===== src/rtl/factorial_engine_if.sv =====
// Start/result bundle for factorial_engine.
// The master drives go/n; the slave returns result, status and overflow.
interface factorial_engine_if #(
  parameter int WIDTH   = 32,
  parameter int N_WIDTH = 5
);
  logic               go;
  logic [N_WIDTH-1:0] n;
  logic [WIDTH-1:0]   result;
  logic               done;
  logic               busy;
  logic               ovf;

  modport master (
    output go,
    output n,
    input  result,
    input  done,
    input  busy,
    input  ovf
  );

  modport slave (
    input  go,
    input  n,
    output result,
    output done,
    output busy,
    output ovf
  );
endinterface


===== src/rtl/factorial_engine.sv =====
// Iterative n! engine: one multiply per cycle, counting n down to 1.
// Overflow is sticky per operation; optional saturation on completion.
module factorial_engine #(
  parameter int WIDTH    = 32,
  parameter int N_WIDTH  = 5,
  parameter bit SATURATE = 1'b0
) (
  input  logic             CLK,
  input  logic             rst,
  factorial_engine_if.slave bus
);

  localparam int PW = WIDTH + N_WIDTH;

  typedef enum logic [1:0] {
    IDLE = 2'd0,
    RUN  = 2'd1,
    DONE = 2'd2
  } state_t;

  state_t             state_q, state_d;
  logic [N_WIDTH-1:0] cnt_q, cnt_d;
  logic [WIDTH-1:0]   prod_q, prod_d;
  logic [WIDTH-1:0]   result_q, result_d;
  logic               sticky_q, sticky_d;
  logic               ovf_q, ovf_d;

  logic [PW-1:0]      full;
  logic               hi_set;
  logic               last;

  // Full-width product so bits above WIDTH are visible for overflow.
  assign full   = PW'(prod_q) * PW'(cnt_q);
  assign hi_set = |full[PW-1:WIDTH];
  assign last   = (cnt_q <= N_WIDTH'(1));

  always_comb begin
    state_d  = state_q;
    cnt_d    = cnt_q;
    prod_d   = prod_q;
    result_d = result_q;
    sticky_d = sticky_q;
    ovf_d    = ovf_q;
    unique case (state_q)
      IDLE: begin
        if (bus.go) begin
          cnt_d    = bus.n;
          prod_d   = WIDTH'(1);
          sticky_d = 1'b0;
          state_d  = RUN;
        end
      end
      RUN: begin
        if (last) begin
          state_d  = DONE;
          ovf_d    = sticky_q;
          result_d = (SATURATE && sticky_q) ? '1 : prod_q;
        end else begin
          prod_d   = full[WIDTH-1:0];
          cnt_d    = cnt_q - N_WIDTH'(1);
          sticky_d = sticky_q | hi_set;
        end
      end
      DONE: begin
        state_d = IDLE;
      end
      default: begin
        state_d = IDLE;
      end
    endcase
  end

  always_ff @(posedge CLK or posedge rst) begin
    if (rst) begin
      state_q  <= IDLE;
      cnt_q    <= '0;
      prod_q   <= '0;
      result_q <= '0;
      sticky_q <= 1'b0;
      ovf_q    <= 1'b0;
    end else begin
      state_q  <= state_d;
      cnt_q    <= cnt_d;
      prod_q   <= prod_d;
      result_q <= result_d;
      sticky_q <= sticky_d;
      ovf_q    <= ovf_d;
    end
  end

  assign bus.result = result_q;
  assign bus.ovf    = ovf_q;
  assign bus.done   = (state_q == DONE);
  assign bus.busy   = (state_q != IDLE);

endmodule

===== src/flat_wrapper.sv =====
// flat-port wrapper written by rule: the top's interface ports become plain ports
module factorial_engine_flat 
#(
  parameter int WIDTH    = 32,
  parameter int N_WIDTH  = 5,
  parameter bit SATURATE = 1'b0
)
  (CLK, rst, bus_go, bus_n, bus_result, bus_done, bus_busy, bus_ovf);
  factorial_engine_if #(.WIDTH(WIDTH), .N_WIDTH(N_WIDTH)) bus_i ();
  input  logic CLK;
  input  logic rst;
  input wire logic [$bits(bus_i.go)-1:0] bus_go;
  input wire logic [$bits(bus_i.n)-1:0] bus_n;
  output wire logic [$bits(bus_i.result)-1:0] bus_result;
  output wire logic [$bits(bus_i.done)-1:0] bus_done;
  output wire logic [$bits(bus_i.busy)-1:0] bus_busy;
  output wire logic [$bits(bus_i.ovf)-1:0] bus_ovf;
  assign bus_i.go = bus_go;
  assign bus_i.n = bus_n;
  assign bus_result = bus_i.result;
  assign bus_done = bus_i.done;
  assign bus_busy = bus_i.busy;
  assign bus_ovf = bus_i.ovf;
  factorial_engine #(.WIDTH(WIDTH), .N_WIDTH(N_WIDTH), .SATURATE(SATURATE)) u_core (.CLK(CLK), .rst(rst), .bus(bus_i));
endmodule

===== config.mk =====
export PLATFORM = sky130hd
export DESIGN_NAME = factorial_engine_flat
export DESIGN_NICKNAME = d
export VERILOG_FILES = /design/src/rtl/factorial_engine_if.sv /design/src/rtl/factorial_engine.sv /design/src/flat_wrapper.sv
export SDC_FILE = /design/constraint.sdc
export NUM_CORES = 1
export LEC_CHECK = 0
export BUFFER_PORTS_ARGS = -buffer_cell sky130_fd_sc_hd__buf_2
export CORE_MARGIN = 1.5
export CORE_UTILIZATION = 35
export CTS_BUF_LIST = sky130_fd_sc_hd__clkbuf_4 sky130_fd_sc_hd__clkbuf_8
export CTS_CLUSTER_SIZE = 10
export DETAILED_ROUTE_END_ITERATION = 7
export REMOVE_ABC_BUFFERS = 1
export SETUP_SLACK_MARGIN = 0.1
export SLEW_MARGIN = 20
export SYNTH_ARGS = -nofsm -noshare
export SYNTH_HDL_FRONTEND = slang
export SYNTH_SLANG_ARGS = --single-unit

===== constraint.sdc =====
create_clock -name CLK -period 13.3 [get_ports CLK]
set_input_delay 1.33 -clock CLK [delete_from_list [all_inputs] [get_ports CLK]]
set_output_delay 1.33 -clock CLK [all_outputs]
set_load 0.01 [all_outputs]

== Word level (Yosys, flattened, before mapping) ==
Index checks and enable logic that the tools add are counted.

* Flip-flop bits (word level): 73
* Logic and storage cells: 34

* Add/sub/neg operators: 1
* $mul: 1
* Magnitude comparators: 1
* Equality and inequality tests: 5
* Multiplexer cells: 12
* Bitwise gates (word level): 1
* Reductions and logical operators: 7

{| class="wikitable"
|+ Operators by type and width
! cell !! number
|-
| 32-bit 2-to-1 mux || 2
|-
| 32-bit one-hot mux with 2 select lines || 1
|-
| 32-bit by 5-bit multiplier with 37-bit output || 1
|-
| 5-bit 2-to-1 mux || 2
|-
| 5-bit one-hot mux with 2 select lines || 1
|-
| 5-bit by 1-bit <= comparator with 1-bit output (second input constant) || 1
|-
| 5-bit OR reduction || 1
|-
| 5-bit by 1-bit subtractor with 5-bit output (second input constant) || 1
|-
| 2-bit 2-to-1 mux || 2
|-
| 2-bit inequality test (second input constant) || 2
|-
| 2-bit one-hot mux with 2 select lines || 1
|-
| 2-bit AND reduction || 2
|-
| 2-bit nonzero test || 2
|-
| 3-bit AND reduction || 1
|-
| 2-bit by 1-bit == test with 1-bit output (second input constant) || 1
|-
| 2-bit == test (second input constant) || 1
|-
| 2-bit logical NOT || 1
|-
| 1-bit 2-to-1 mux || 2
|-
| 2-bit by 1-bit inequality test with 1-bit output (second input constant) || 1
|-
| 1-bit one-hot mux with 2 select lines || 1
|-
| 1-bit bitwise OR || 1
|}

== Logic depth before layout (Yosys ltp) ==
* Depth in word-level cells: 5
* Mapped depth: 19

== Worst setup path after synthesis ==
OpenSTA, ideal clock, no wires.

* Kind: register -> register
* From: register u_core.cnt_q[2]
* To: register u_core.prod_q[30]
* Setup time: 138 ps
* Arrival time: 4831 ps
* Required time: 13162 ps
* Path slack: 8331 ps
* Cell stages (with the launch flop): 19
* Buffers on the path: 2
* Clock period less this slack: 4969 ps
* Cells stage by stage: dfrtp_1 > clkbuf_1 > clkbuf_1 > and2_1 > fa_1 > fa_1 > inv_1 > fa_1 > inv_1 > ha_1 > and3_4 > or3_4 > a41oi_2 > nand2_2 > a41o_4 > a2111oi_4 > o31a_1 > mux2i_1 > o311ai_1

* Cells in the longest elaborated chain, start to end: 3

{| class="wikitable"
|+ RTL lines
! element !! RTL line !! text
|-
| from (decl) || factorial_engine.sv:22 || <nowiki>logic [N_WIDTH-1:0] cnt_q, cnt_d;</nowiki>
|-
| from (signal assigned) || factorial_engine.sv:83 || <nowiki>cnt_q <= cnt_d;</nowiki>
|-
| 32-bit by 5-bit multiplier with 37-bit output or 5-bit by 1-bit <= comparator with 1-bit output (tied branches) || factorial_engine.sv:33, factorial_engine.sv:35 ||
|-
| 32-bit 2-to-1 mux or 2-bit inequality test (tied branches) || - ||
|-
| 32-bit one-hot mux with 2 select lines or 3-bit AND reduction (tied branches) || - ||
|-
| to (signal assigned) || factorial_engine.sv:84 || <nowiki>prod_q <= prod_d;</nowiki>
|-
| to (decl) || factorial_engine.sv:23 || <nowiki>logic [WIDTH-1:0] prod_q, prod_d;</nowiki>
|}

Several ways; a longest one is shown, not always the timed one. The select of a mux whose other input is x is not followed.
A chain may end at the register's enable or synchronous reset.

== Worst setup path after layout ==
* From: register u_core.cnt_q[3]
* To: register u_core.sticky_q

* Cells in the longest elaborated chain, start to end: 5

{| class="wikitable"
|+ RTL lines
! element !! RTL line !! text
|-
| 32-bit by 5-bit multiplier with 37-bit output || factorial_engine.sv:33 || <nowiki>assign full = PW'(prod_q) * PW'(cnt_q);</nowiki>
|-
| 5-bit OR reduction || factorial_engine.sv:34 || <nowiki>assign hi_set = |full[PW-1:WIDTH];</nowiki>
|-
| 1-bit bitwise OR || factorial_engine.sv:61 || <nowiki>sticky_d = sticky_q | hi_set;</nowiki>
|-
| 1-bit 2-to-1 mux || factorial_engine.sv:54 || <nowiki>if (last) begin</nowiki>
|-
| 1-bit one-hot mux with 2 select lines || factorial_engine.sv:44 || <nowiki>unique case (state_q)</nowiki>
|-
| to (signal assigned) || factorial_engine.sv:86 || <nowiki>sticky_q <= sticky_d;</nowiki>
|-
| to (decl) || factorial_engine.sv:25 || <nowiki>logic sticky_q, sticky_d;</nowiki>
|}

Several ways; a longest one is shown, not always the timed one. The select of a mux whose other input is x is not followed.

==> impl_metrics.ini <==
[worst_setup_path]
cpMostUsedCell = fa_1
cpPeakStageDelay_ps = 700
timing.rr.start = u_core.cnt_q[3]$_DFFE_PP0P_
required_ps = 13560
r2r_slack_ps = 8060
startpoint_type = flop
setup.worst_path.start = u_core.cnt_q[3]$_DFFE_PP0P_
crit_path_end = u_core.sticky_q$_DFFE_PP0P_
cp-end-kind = flop
rr_endpoint = u_core.sticky_q$_DFFE_PP0P_
r2r_cells = 16
critical_path.slowest_cell = dfrtp_1
crit_fanout = 18
path_cells = and2_1 -> fa_1 -> fa_1 -> inv_1 -> fa_1 -> inv_1 -> ha_1 -> a211oi_1 -> o211ai_1 -> a221o_1 -> a211oi_1 -> o31ai_1 -> a311o_1 -> a21oi_1 -> xor2_1 -> a31oi_1
critPathArrivalTime_ps = 5500
crit_type = reg -> reg

[cells_and_area]
layout.nets = 1114
diodes = 0
drive_gt1_share_pct = 8.325
area_growth_pct = 8.450

[floorplan]
io_pins = 43
rows = 55
fp.dieH_um = 154.4
fp.dieW_um = 154.4
core_mm2 = 0.02257
die_area_mm2 = 0.02385
start_util_pct = 35.55

[sta]
slew_viol_final = 0
hold_violations = 0
finalSetupViolations = 0
min_period_over_period_pct = 39.38
fmax_ghz = 0.1909
tightest_slew_ps = 898.9
skew_ps = 15.44
rsz0062_at_grt = false
slew_headroom_pct = 39.86
fin_crit_ps = 5238
finalSetupTns_ps = 0

[synthesis]
synth_top_area_share_pct = 22.76
syn_inst = 947
synth_warnings = 0
yosys.area.top_type = dfrtp_1
avgSynthCellArea_um2 = 8.474
synth_edf_count = 0
synth-seq-cells = 73
ys.flop_type = dfrtp_1
synth_area_mm2 = 0.008025
synth_area_leaders = dfrtp_1 23%, fa_1 22%, and2_1 9.8%, nand2_1 7.9%, ha_1 7.3%
synth_cell_type_count = 58
synth-seq-area-share_pct = 22.76
async_flop_share_pct = 100.0

[global_route]
overflow = 0
grt_pass1_wl_um = 35570
grt_max_degree = 74
antenna_found_initial = 0
grt_pass1_vias = 6906
grt_usage_pct = 18.79

[clock_network]
cts_setup_buffers = 0
insertion_delay_ps = 390
clkSlewWorstSetupHoldPaths_ps = 80
htree_levels = 3
numCtsBuffers = 9
cts_hold_buf = 0
cts_resized = 0
cts_buffer_depth = 2
cts_tree = done
cts.sinks = 73
cts_root_buf = clkbuf_8

[routing]
dr.pass1.iters = 5
vias = 6327
drc = 0
wl_per_cell_um = 16.23
vias_per_cell = 5.029
drt_iter0_markers = 372
wl_um = 20410
ant_nets = 0

[job]
maxCapViolCount = 0

[place]
gp_congestion = 0.9076
hpwlAfterDp_um = 14390
port_buffers = 42

[hold_path]
holdPathStages = 2
hold_class = reg -> reg

[run_status]
status = finished clean
## logic make-up (layout without fill, tap and decap cells)
family | count (synthesis) | after routing | share of synthesized area, %
xor+xnor | 29 | 29 | 3.165
compound gates | 140 | 140 | 11.68
mux | 2 | 2 | 0.2495
buf+inv | 171 | 197 | 7.998
simple gates | 395 | 395 | 24.37
fa+ha+maj | 137 | 137 | 29.78
flops | 73 | 73 | 22.76
## synth_stat cells, types with 2 or more instances
cell type and number:
a211oi_1 7, a21o_1 13, a21oi_1 38, a221o_1 3, a31o_2 2, a31oi_1 2, a41o_1 2, and2_1 126
and3_1 7, buf_1 2, clkbuf_1 38, dfrtp_1 73, fa_1 90, ha_1 47, inv_1 130, mux2i_1 2
nand2_1 168, nand2b_1 4, nand3_1 35, nand4_1 4, nor2_1 28, nor2b_1 6, nor3_1 4, nor3b_1 2
nor4b_1 3, o211ai_1 2, o21a_1 2, o21ai_0 42, o21bai_1 3, o22ai_1 2, o31a_1 3, o31ai_1 3
or2_2 2, xnor2_1 17, xor2_1 12
## worst min-delay path by stage
stage	slack (ps)	start	end
after floorplan	460	u_core.sticky_q$_DFFE_PP0P_	u_core.bus.ovf$_DFFE_PP0P_
after global placement	450	u_core.bus.result[9]$_DFFE_PP0P_	u_core.bus.result[9]$_DFFE_PP0P_
after detailed placement	460	u_core.bus.result[28]$_DFFE_PP0P_	u_core.bus.result[28]$_DFFE_PP0P_
after CTS	480	u_core.bus.result[2]$_DFFE_PP0P_	u_core.bus.result[2]$_DFFE_PP0P_
after global routing	500	u_core.bus.result[11]$_DFFE_PP0P_	u_core.bus.result[11]$_DFFE_PP0P_
final	470	u_core.bus.result[11]$_DFFE_PP0P_	u_core.bus.result[11]$_DFFE_PP0P_
## per-layer routing
layer | vias to the layer above | track usage [%] | wire [um]
met5 | - | 0 | 0
met4 | 0 | 3.709 | 244
li1 | 3050 | - | -
met1 | 3120 | 24.18 | 9364
met3 | 19 | 3.250 | 959
met2 | 138 | 33.23 | 9845
## flip-flops by register name, summed over array words and instances (netlist names)
name / flops
u_core.state_q: 2
u_core.cnt_q: 5
u_core.bus.ovf: 1
u_core.prod_q: 32
u_core.sticky_q: 1
u_core.bus.result: 32
## worst max-delay path, delay by kind of cell, from the launching register on
kind,cells,cell delay (ps)
compound gates,8,2030
fa+ha+maj,4,1880
flops,1,700
simple gates,1,240
xor+xnor,1,160
buf+inv,2,100
## through the flow
step	hold slack (ps)	setup WS [ps]	utilization [%]	area, um2	instances
3_5_place_dp	457.3	8061	37.73	8516	1243
6_report	470.6	8062	38.56	8703	1258
3_3_place_gp	453.5	8155	37.73	8516	1243
4_1_cts	479.0	8092	38.54	8700	1258
5_1_grt	497.6	7734	38.56	8703	1258
2_1_floorplan	456.2	8329	-	7875	907
## cells in the final DEF (no fill, tap or decap), types with 6 or more instances in the layout
cell type / n
a211oi_1: 7
a21o_1: 13
a21oi_1: 38
and2_1: 126
and3_1: 7
buf_2: 42
buf_4: 8
clkbuf_8: 9
dfrtp_1: 73
fa_1: 90
ha_1: 47
inv_1: 129
nand2_1: 167
nand3_1: 35
nor2_1: 28
nor2b_1: 6
o21ai_0: 42
xnor2_1: 17
xor2_1: 12
## area by class of cell
class / instances / area, um2
Tap cell: 285 / 356.6
Sequential cell: 73 / 1827
Multi-Input combinational cell: 703 / 5562
Timing Repair Buffer: 51 / 281.5
Clock inverter: 4 / 45.04
Fill cell: 2329 / 13870
Inverter: 131 / 493.0
Clock buffer: 11 / 138.9
Power is not shown: default switching activity piles up to over one toggle a cycle in this logic, so the estimate is an artifact.
